--- src/rtl/uart_rx_ctrl.sv ---
// UART receive-side controller.
// Captures completed frames {framing_error, data} into a first-word-fall-through FIFO.
// It applies the overrun policy, keeps saturating framing-error and drop counters, and raises
// a registered level interrupt on either of two conditions: the FIFO reaching a threshold, or
// the line staying idle while data waits.
//
// Ports:
//   clk, rst        system clock, synchronous active-high reset
//   rx_en           capture enable; frames are ignored entirely while low
//   baud_tick       baud strobe used to time the idle interrupt
//   rx_ready        one-cycle frame-complete strobe, qualifies rx_data/framing_error
//   rd_en           host pop request (ignored while empty)
//   clr_stats       clears counters and the sticky overrun flag
//   rd_valid        FIFO non-empty; rd_data/rd_ferr show the head entry
//   fifo_count      occupancy 0..DEPTH
//   overrun         sticky: a frame was lost because the FIFO was full
//   ferr_cnt        framing-error frames seen (saturating)
//   drop_cnt        frames lost to overrun (saturating)
//   irq             level interrupt
module uart_rx_ctrl #(
    parameter int unsigned DEPTH      = 16,
    parameter int unsigned IRQ_LEVEL  = 8,
    parameter int unsigned IDLE_TICKS = 32,
    parameter bit          DROP_ERR   = 1'b0,
    parameter int unsigned CNT_W      = 8
) (
    input  logic                   clk,
    input  logic                   rst,
    input  logic                   rx_en,
    input  logic                   baud_tick,
    input  logic                   rx_ready,
    input  logic [7:0]             rx_data,
    input  logic                   framing_error,
    input  logic                   rd_en,
    input  logic                   clr_stats,
    output logic                   rd_valid,
    output logic [7:0]             rd_data,
    output logic                   rd_ferr,
    output logic [$clog2(DEPTH):0] fifo_count,
    output logic                   overrun,
    output logic [CNT_W-1:0]       ferr_cnt,
    output logic [CNT_W-1:0]       drop_cnt,
    output logic                   irq
);

    localparam int unsigned PtrW  = $clog2(DEPTH);
    localparam int unsigned IdleW = $clog2(IDLE_TICKS + 1);

    localparam logic [PtrW:0]    FullCount = DEPTH[PtrW:0];
    localparam logic [PtrW:0]    IrqCount  = IRQ_LEVEL[PtrW:0];
    localparam logic [IdleW-1:0] IdleLimit = IDLE_TICKS[IdleW-1:0];
    localparam logic [CNT_W-1:0] CntMax    = {CNT_W{1'b1}};

    logic [8:0]       mem_q [DEPTH];
    logic [8:0]       mem_d [DEPTH];
    logic [PtrW-1:0]  wr_ptr_q, wr_ptr_d;
    logic [PtrW-1:0]  rd_ptr_q, rd_ptr_d;
    logic [PtrW:0]    count_q, count_d;
    logic             overrun_q, overrun_d;
    logic [CNT_W-1:0] ferr_cnt_q, ferr_cnt_d;
    logic [CNT_W-1:0] drop_cnt_q, drop_cnt_d;
    logic [IdleW-1:0] idle_cnt_q, idle_cnt_d;
    logic             idle_flag_q, idle_flag_d;
    logic             irq_q, irq_d;

    logic capture, store, pop, full, push, lost;

    always_comb begin
        capture = rx_ready & rx_en;
        // With DROP_ERR a bad frame is still "captured" (counted) but never stored.
        store   = capture & ~(DROP_ERR & framing_error);
        pop     = rd_en & (count_q != '0);
        full    = (count_q == FullCount);
        // A simultaneous pop frees the slot, so a push into a full FIFO still succeeds.
        push    = store & (~full | pop);
        lost    = store & full & ~pop;

        mem_d       = mem_q;
        wr_ptr_d    = wr_ptr_q;
        rd_ptr_d    = rd_ptr_q;
        count_d     = count_q;
        overrun_d   = overrun_q;
        ferr_cnt_d  = ferr_cnt_q;
        drop_cnt_d  = drop_cnt_q;
        idle_cnt_d  = idle_cnt_q;
        idle_flag_d = idle_flag_q;

        if (push) begin
            mem_d[wr_ptr_q] = {framing_error, rx_data};
            wr_ptr_d        = wr_ptr_q + PtrW'(1);
        end
        if (pop) begin
            rd_ptr_d = rd_ptr_q + PtrW'(1);
        end

        unique case ({push, pop})
            2'b10:   count_d = count_q + (PtrW + 1)'(1);
            2'b01:   count_d = count_q - (PtrW + 1)'(1);
            default: count_d = count_q;
        endcase

        // Clear first so that an event in the same cycle still registers.
        if (clr_stats) begin
            ferr_cnt_d = '0;
            drop_cnt_d = '0;
            overrun_d  = 1'b0;
        end
        if (capture && framing_error && (ferr_cnt_d != CntMax)) begin
            ferr_cnt_d = ferr_cnt_d + CNT_W'(1);
        end
        if (lost) begin
            overrun_d = 1'b1;
            if (drop_cnt_d != CntMax) begin
                drop_cnt_d = drop_cnt_d + CNT_W'(1);
            end
        end

        // Idle timer only runs while data sits in the FIFO with no traffic.
        if (capture || pop || (count_q == '0)) begin
            idle_cnt_d  = '0;
            idle_flag_d = 1'b0;
        end else begin
            if (baud_tick && (idle_cnt_q != IdleLimit)) begin
                idle_cnt_d = idle_cnt_q + IdleW'(1);
            end
            if (idle_cnt_d == IdleLimit) begin
                idle_flag_d = 1'b1;
            end
        end

        irq_d = (count_d >= IrqCount) | idle_flag_d;
    end

    // Storage is not reset; rd_data is masked while the FIFO is empty instead.
    always_ff @(posedge clk) begin
        mem_q <= mem_d;
    end

    always_ff @(posedge clk) begin
        if (rst) begin
            wr_ptr_q    <= '0;
            rd_ptr_q    <= '0;
            count_q     <= '0;
            overrun_q   <= 1'b0;
            ferr_cnt_q  <= '0;
            drop_cnt_q  <= '0;
            idle_cnt_q  <= '0;
            idle_flag_q <= 1'b0;
            irq_q       <= 1'b0;
        end else begin
            wr_ptr_q    <= wr_ptr_d;
            rd_ptr_q    <= rd_ptr_d;
            count_q     <= count_d;
            overrun_q   <= overrun_d;
            ferr_cnt_q  <= ferr_cnt_d;
            drop_cnt_q  <= drop_cnt_d;
            idle_cnt_q  <= idle_cnt_d;
            idle_flag_q <= idle_flag_d;
            irq_q       <= irq_d;
        end
    end

    always_comb begin
        rd_valid   = (count_q != '0);
        rd_data    = rd_valid ? mem_q[rd_ptr_q][7:0] : 8'h00;
        rd_ferr    = rd_valid ? mem_q[rd_ptr_q][8] : 1'b0;
        fifo_count = count_q;
        overrun    = overrun_q;
        ferr_cnt   = ferr_cnt_q;
        drop_cnt   = drop_cnt_q;
        irq        = irq_q;
    end

endmodule
--- config.mk ---
export PLATFORM = sky130hd
export DESIGN_NAME = uart_rx_ctrl
export DESIGN_NICKNAME = d
export VERILOG_FILES = /design/src/rtl/uart_rx_ctrl.sv
export SDC_FILE = /design/constraint.sdc
export NUM_CORES = 1
export LEC_CHECK = 0
export CORE_ASPECT_RATIO = 1.1
export CORE_UTILIZATION = 40
export CTS_BUF_LIST = sky130_fd_sc_hd__clkbuf_4
export DETAILED_ROUTE_END_ITERATION = 6
export PLACE_DENSITY = 0.66
export SLEW_MARGIN = 20
export SYNTH_ARGS = -nofsm -noshare
export SYNTH_HDL_FRONTEND = slang
export SYNTH_SLANG_ARGS = --single-unit
--- constraint.sdc ---
create_clock -name clk -period 4.7 [get_ports clk]
set_input_delay 0.47 -clock clk [delete_from_list [all_inputs] [get_ports clk]]
set_output_delay 0.47 -clock clk [all_outputs]
set_load 0.05 [all_outputs]
-- After elaboration in Yosys (flattened, before gate mapping)
Index checks and enable logic that the tools add are counted.
- bits in registers: 182
- bits of input ports: 16
- logic and storage cells: 84
- $add $sub $neg: 7
- magnitude comparators: 4
- eq/ne operators: 7
- multiplexer cells: 20
- bitwise gates (word level): 11
- reduce and logical (&&, ||, !) cells: 10
- operators with widths (kind ; number):
    bitwise mux 144 bit ; 1
    2-to-1 mux 8 bit ; 6
    binary-select mux 9 bit (select 4 bit) ; 1
    demux 9 bit (select 4 bit) ; 1
    2-to-1 mux 9 bit ; 3
    adder 8 x 1 -> 8 bit (second input constant) ; 2
    inequality test 8 bit (second input constant) ; 2
    2-to-1 mux 6 bit ; 2
    >= comparator 5 bit (second input constant) ; 2
    NOT 4 -> 5 bit ; 2
    one-hot mux 5 bit (2 select lines) ; 1
    adder 4 x 1 -> 4 bit (second input constant) ; 2
    adder 6 x 1 -> 6 bit (second input constant) ; 1
    == test 6 bit (second input constant) ; 1
    inequality test 6 bit (second input constant) ; 1
    adder 5 x 1 -> 5 bit (second input constant) ; 1
    AND 1 bit ; 5
    == test 5 bit (second input constant) ; 1
    >= comparator 5 x 4 -> 1 bit (second input constant) ; 1
    logical NOT 5 bit ; 1
    less-than comparator 5 x 1 -> 1 bit (second input constant) ; 1
    2-to-1 mux 1 bit ; 5
    nonzero test 5 bit ; 1
    subtractor 5 x 1 -> 5 bit (second input constant) ; 1
    other kinds (8) ; 14

-- Depth between registers and ports, before layout
- depth after elaboration: 9
- gate-level depth with buffers: 13
- mapped depth without buffers: 11

-- Worst setup path after synthesis
Ideal clock, no wire load.
- path kind: register to register
- start point: register count_q[2] (netlist: fifo_count[2])
- end point: register irq_q (netlist: irq)
- library setup time: 0.130 ns
- arrival time: 3.239 ns
- required time: 4.570 ns
- path slack: 1.331 ns
- stages on the path, launching flop included: 13
- buffers on the path: 2
- cell sequence: dfxtp_1 -> clkbuf_1 -> nor4_4 -> a21oi_1 -> ha_1 -> clkbuf_1 -> xor2_1 -> ha_1 -> or3b_2 -> o2111ai_1 -> a2111oi_0 -> a41oi_1 -> nand4b_1
- longest elaborated chain between the ends: 8
- elaborated cells on any way between the ends: 17
- ends and longest elaborated chain (what ; line ; source):
    start, declared ; 58 ; logic [PtrW:0] count_q, count_d;
    start signal, assigned ; 153 ; count_q <= count_d;
    nonzero test 5 bit (*) ; 72 ; pop = rd_en & (count_q != '0);
    AND 1 bit (*) ; 72 ;
    named net pop ; 66 ; logic capture, store, pop, full, push, lost;
    bitwise OR 1 bit ; 75 ; push = store & (~full | pop);
    AND 1 bit ; 75 ;
    == test 2 x 1 -> 1 bit / == test 2 bit (equally long branches) ; 96 ; unique case ({push, pop})
    one-hot mux 5 bit (2 select lines) ; 96 ;
    >= comparator 5 x 4 -> 1 bit ; 131 ; irq_d = (count_d >= IrqCount) | idle_flag_d;
    bitwise OR 1 bit (*) ; 131 ;
    end signal, assigned ; 159 ; irq_q <= irq_d;
    end, declared ; 64 ; logic irq_q, irq_d;
Mark *: on every way through the listed nets, which the timed path passes. The rest lies on a longest branch.
A chain may end at the register's enable or synchronous reset.

-- Final worst setup path
- start point: register rd_ptr_q[0]
- end point: output rd_data[1]
- longest elaborated chain between the ends: 5
- ends and longest elaborated chain (what ; line ; source):
    start, declared ; 57 ; logic [PtrW-1:0] rd_ptr_q, rd_ptr_d;
    start signal, assigned ; 152 ; rd_ptr_q <= rd_ptr_d;
    NOT 4 -> 5 bit (not written as such) ; 165 ; rd_data = rd_valid ? mem_q[rd_ptr_q][7:0] : 8'h00;
    binary-select mux 9 bit (select 4 bit) ; 165 ;
    2-to-1 mux 9 bit (2 in a row) ; - ;
    2-to-1 mux 8 bit ; 165 ;
    end, declared ; 37 ; output logic [7:0] rd_data,
No other way between the ends. The select of a mux whose other input is x is not followed.

==> key figures <==
Routing
  • DR vias: 4317
  • Avg WL per Cell: 19.72 um
  • Post-DR vias/cell: 5.478
  • DRC viols: 0
  • Antenna viol nets, final: 0
  • DRT Pass-1 Iters: 5
  • WL final: 15.54 mm
  • DR iter-0 viols: about 270

Setup path
  • Worst setup EP type: primary output
  • Critical path arrival: 3.59 ns
  • Critical Path RT: about 4.2 ns
  • Startpoint types: flop
  • Setup CP Type: reg -> out
  • CP max FO: 21

Floorplanning
  • Die H: approximately 150 um
  • Die footprint: roughly 20000 um2
  • I/O Pins: 49
  • Core area: approximately 19000 um2
  • Initial Utilization: 41.35%
  • Die extent in x: 134.5 um
  • Std cell rows: 52

GRT
  • Largest net degree at the start of global routing: 40
  • First-pass GRT wire length: 24.47 mm
  • GRT Util Overall: 16.82%
  • Vias in the first global route: 4248
  • GRT overflow: 0
  • Initial antenna violation count: 0

Clocking
  • Clk_lat worst skew: roughly 0.55 ns
  • Hold Buf Count CTS: 0
  • Post_cts resized: 0
  • Inserted Clock Buffers: 17
  • Worst-path clk slew: 0.13 ns
  • Htree depth: 4
  • CTS tree: yes
  • Clock Tree Root: clkbuf_4
  • TritonCTS Sinks: approximately 180
  • Setup bufs post-CTS: 0
  • Clock buffer depth: 2

Timing
  • Final setup fails: 0
  • Hold Worst Slack: 0.4760 ns
  • Setup repair after global routing missed its margin: no
  • Fin. Hold Viols: 0
  • Max Freq: 246.1 MHz
  • Period minus WS final: 4.064 ns
  • Least-Margin Pin Slew: 1.102 ns
  • Final Worst Setup Slack: 0.6363 ns
  • Max-slew headroom: 26.25%
  • Clock Skew: 0.01669 ns
  • Final Cycle Share: 86.46%
  • Setup_tns: 0 ns
  • Max-slew violation count: 0

Placement
  • Hpwl dp: 10.07 mm
  • # port buffers: 48
  • Final RePlAce weighted congestion: 0.8057
  • Dpl ws: 1.180 ns
  • Placed Instances: between 700 and 800

Synth
  • Syn nets: 505
  • Mapped Cells: 477
  • Count of different cell masters after synthesis: 54
  • Xor/xnor share of the synthesized area: roughly 3.1%
  • Main combinational cell family by area after synthesis: multiplexers
  • Top post-synthesis cells by area: edfxtp_1 (56%), mux4_2 (11%), dfxtp_1 (9.9%)
  • #FFs+latches synth: 182
  • Post-synthesis average cell area: 16.19 um2
  • Post-synth EDFFs: 144
  • Synth Area in Compound Gates: 3.128%
  • Post-synthesis adder-cell area fraction: slightly below 2%
  • Simple-gate share of the synthesized area: approximately a tenth
  • Synth Flop Type: edfxtp_1
  • Mux cell area share after synthesis: between 10 and 15%
  • Post-Syn Area: 7721 um2
  • Sequential share of the synthesized area: between 60% and 70%
  • Top cell type's share of synthesized area: a little under three fifths
  • Fraction of registers with async set/reset: 0%
  • Leading area contributor after synthesis: edfxtp_1
  • Synth warn: 0

Pwr
  • Total Power: 3989 uW
  • Leakage: 0.002747 uW
  • Peak VDD IR: between 0.0003 and 0.0004 V
  • PwrDens: 454.0 nW/um2

Finish
  • Most frequent cells in the layout: edfxtp_1 (144), clkdlybuf4s50_1 (48), nor2_1 (45)
  • Ant diodes: 0
  • Most common cell after layout, fill and taps aside: edfxtp_1
  • Layout cells sized above 1: ~17%
  • Final #Nets: around 560
  • Syn-to-layout area delta: 13.79%
  • Fin cells: 788

Outcome
  • Status: finished, final reports clean

Run
  • Max_cap viols: 0

Min path
  • HP Class: reg -> reg
[state kept, by name, indices dropped and copies added (netlist names)]
register and flops:
drop_cnt 8, mem_q 144, irq 1, idle_cnt_q 6, fifo_count 5, overrun 1, idle_flag_q 1, ferr_cnt 8
rd_ptr_q 4, wr_ptr_q 4
[report_power, final]
part | switching, uW | internal [uW] | leakage [uW]
Combinational | 711 | 520 | 0.000981
Clock | 515 | 381 | 0.000161
Sequential | 88.6 | 1770 | 0.00160
Total | 1320 | 2670 | 0.00275
[per-layer routing]
layer	part of all wire [%]	routed length [um]	track usage, %
met5	0	0	0
met4	1.3	196	5.000
met3	6.0	929	3.772
met2	49	7674	27.54
met1	43	6741	22.47
[final timing paths]
kind / from / end / cells past startpoint / slack [ns]
setup / recovery: rd_ptr_q[0] / rd_data[1] / 5 / 0.64
hold / removal: overrun / overrun / 2 / 0.48
setup reg to reg: fifo_count[2] / irq / 10 / 1.45
hold reg to reg: overrun / overrun / 2 / 0.48
[kinds of logic after synthesis]
group	Yosys count
buffers and inverters	34
flip-flops	182
AND/OR/NAND/NOR	138
multiplexers	52
AO/OA/AOI/OAI	32
XOR/XNOR	27
adder cells (fa/ha/maj)	12
[worst max-delay path, stage by stage (launching register included)]
cell	delay (ns)
dfxtp_2	0.78
buf_12	0.29
mux4_1	0.60
mux4_2	0.46
and2_1	0.20
clkdlybuf4s50_1	0.71
[layout make-up]
cell class	instances	area (um2)
flip-flops and latches	182	5086
repair buffers	59	575.6
clock inverters	11	151.4
inverters	13	48.80
well taps	243	304.0
multi-input cells	261	2477
clock buffers	19	142.6
fillers	1566	9887
[Yosys cell counts, types with 2 or more instances]
library cell and number:
nand4b_1 2, a21oi_1 9, xnor2_1 16, o41ai_1 2, and3_1 3, nand2b_1 3
a211o_1 2, nand3b_1 3, buf_12 2, nand4_1 9, buf_2 5, mux4_2 37
nand3_1 7, o21ai_0 5, mux2i_1 6, nand2_1 21, nor2_1 51, dfxtp_1 38
and2_1 10, clkbuf_1 12, ha_1 12, inv_1 13, mux4_1 8, xor2_1 11
nor2b_1 9, nor3_1 10, edfxtp_1 144
[through the flow]
| stage | util (%) | cell area, um2 |
|---|---|---|
| floorplan | - | 7721 |
| global placement | 45.40 | 8477 |
| detailed placement | 45.46 | 8489 |
| CTS | 47.04 | 8783 |
| global route | 47.05 | 8786 |
| finish | 47.05 | 8786 |
No activity file was read; power rests on OpenSTA's default activity.
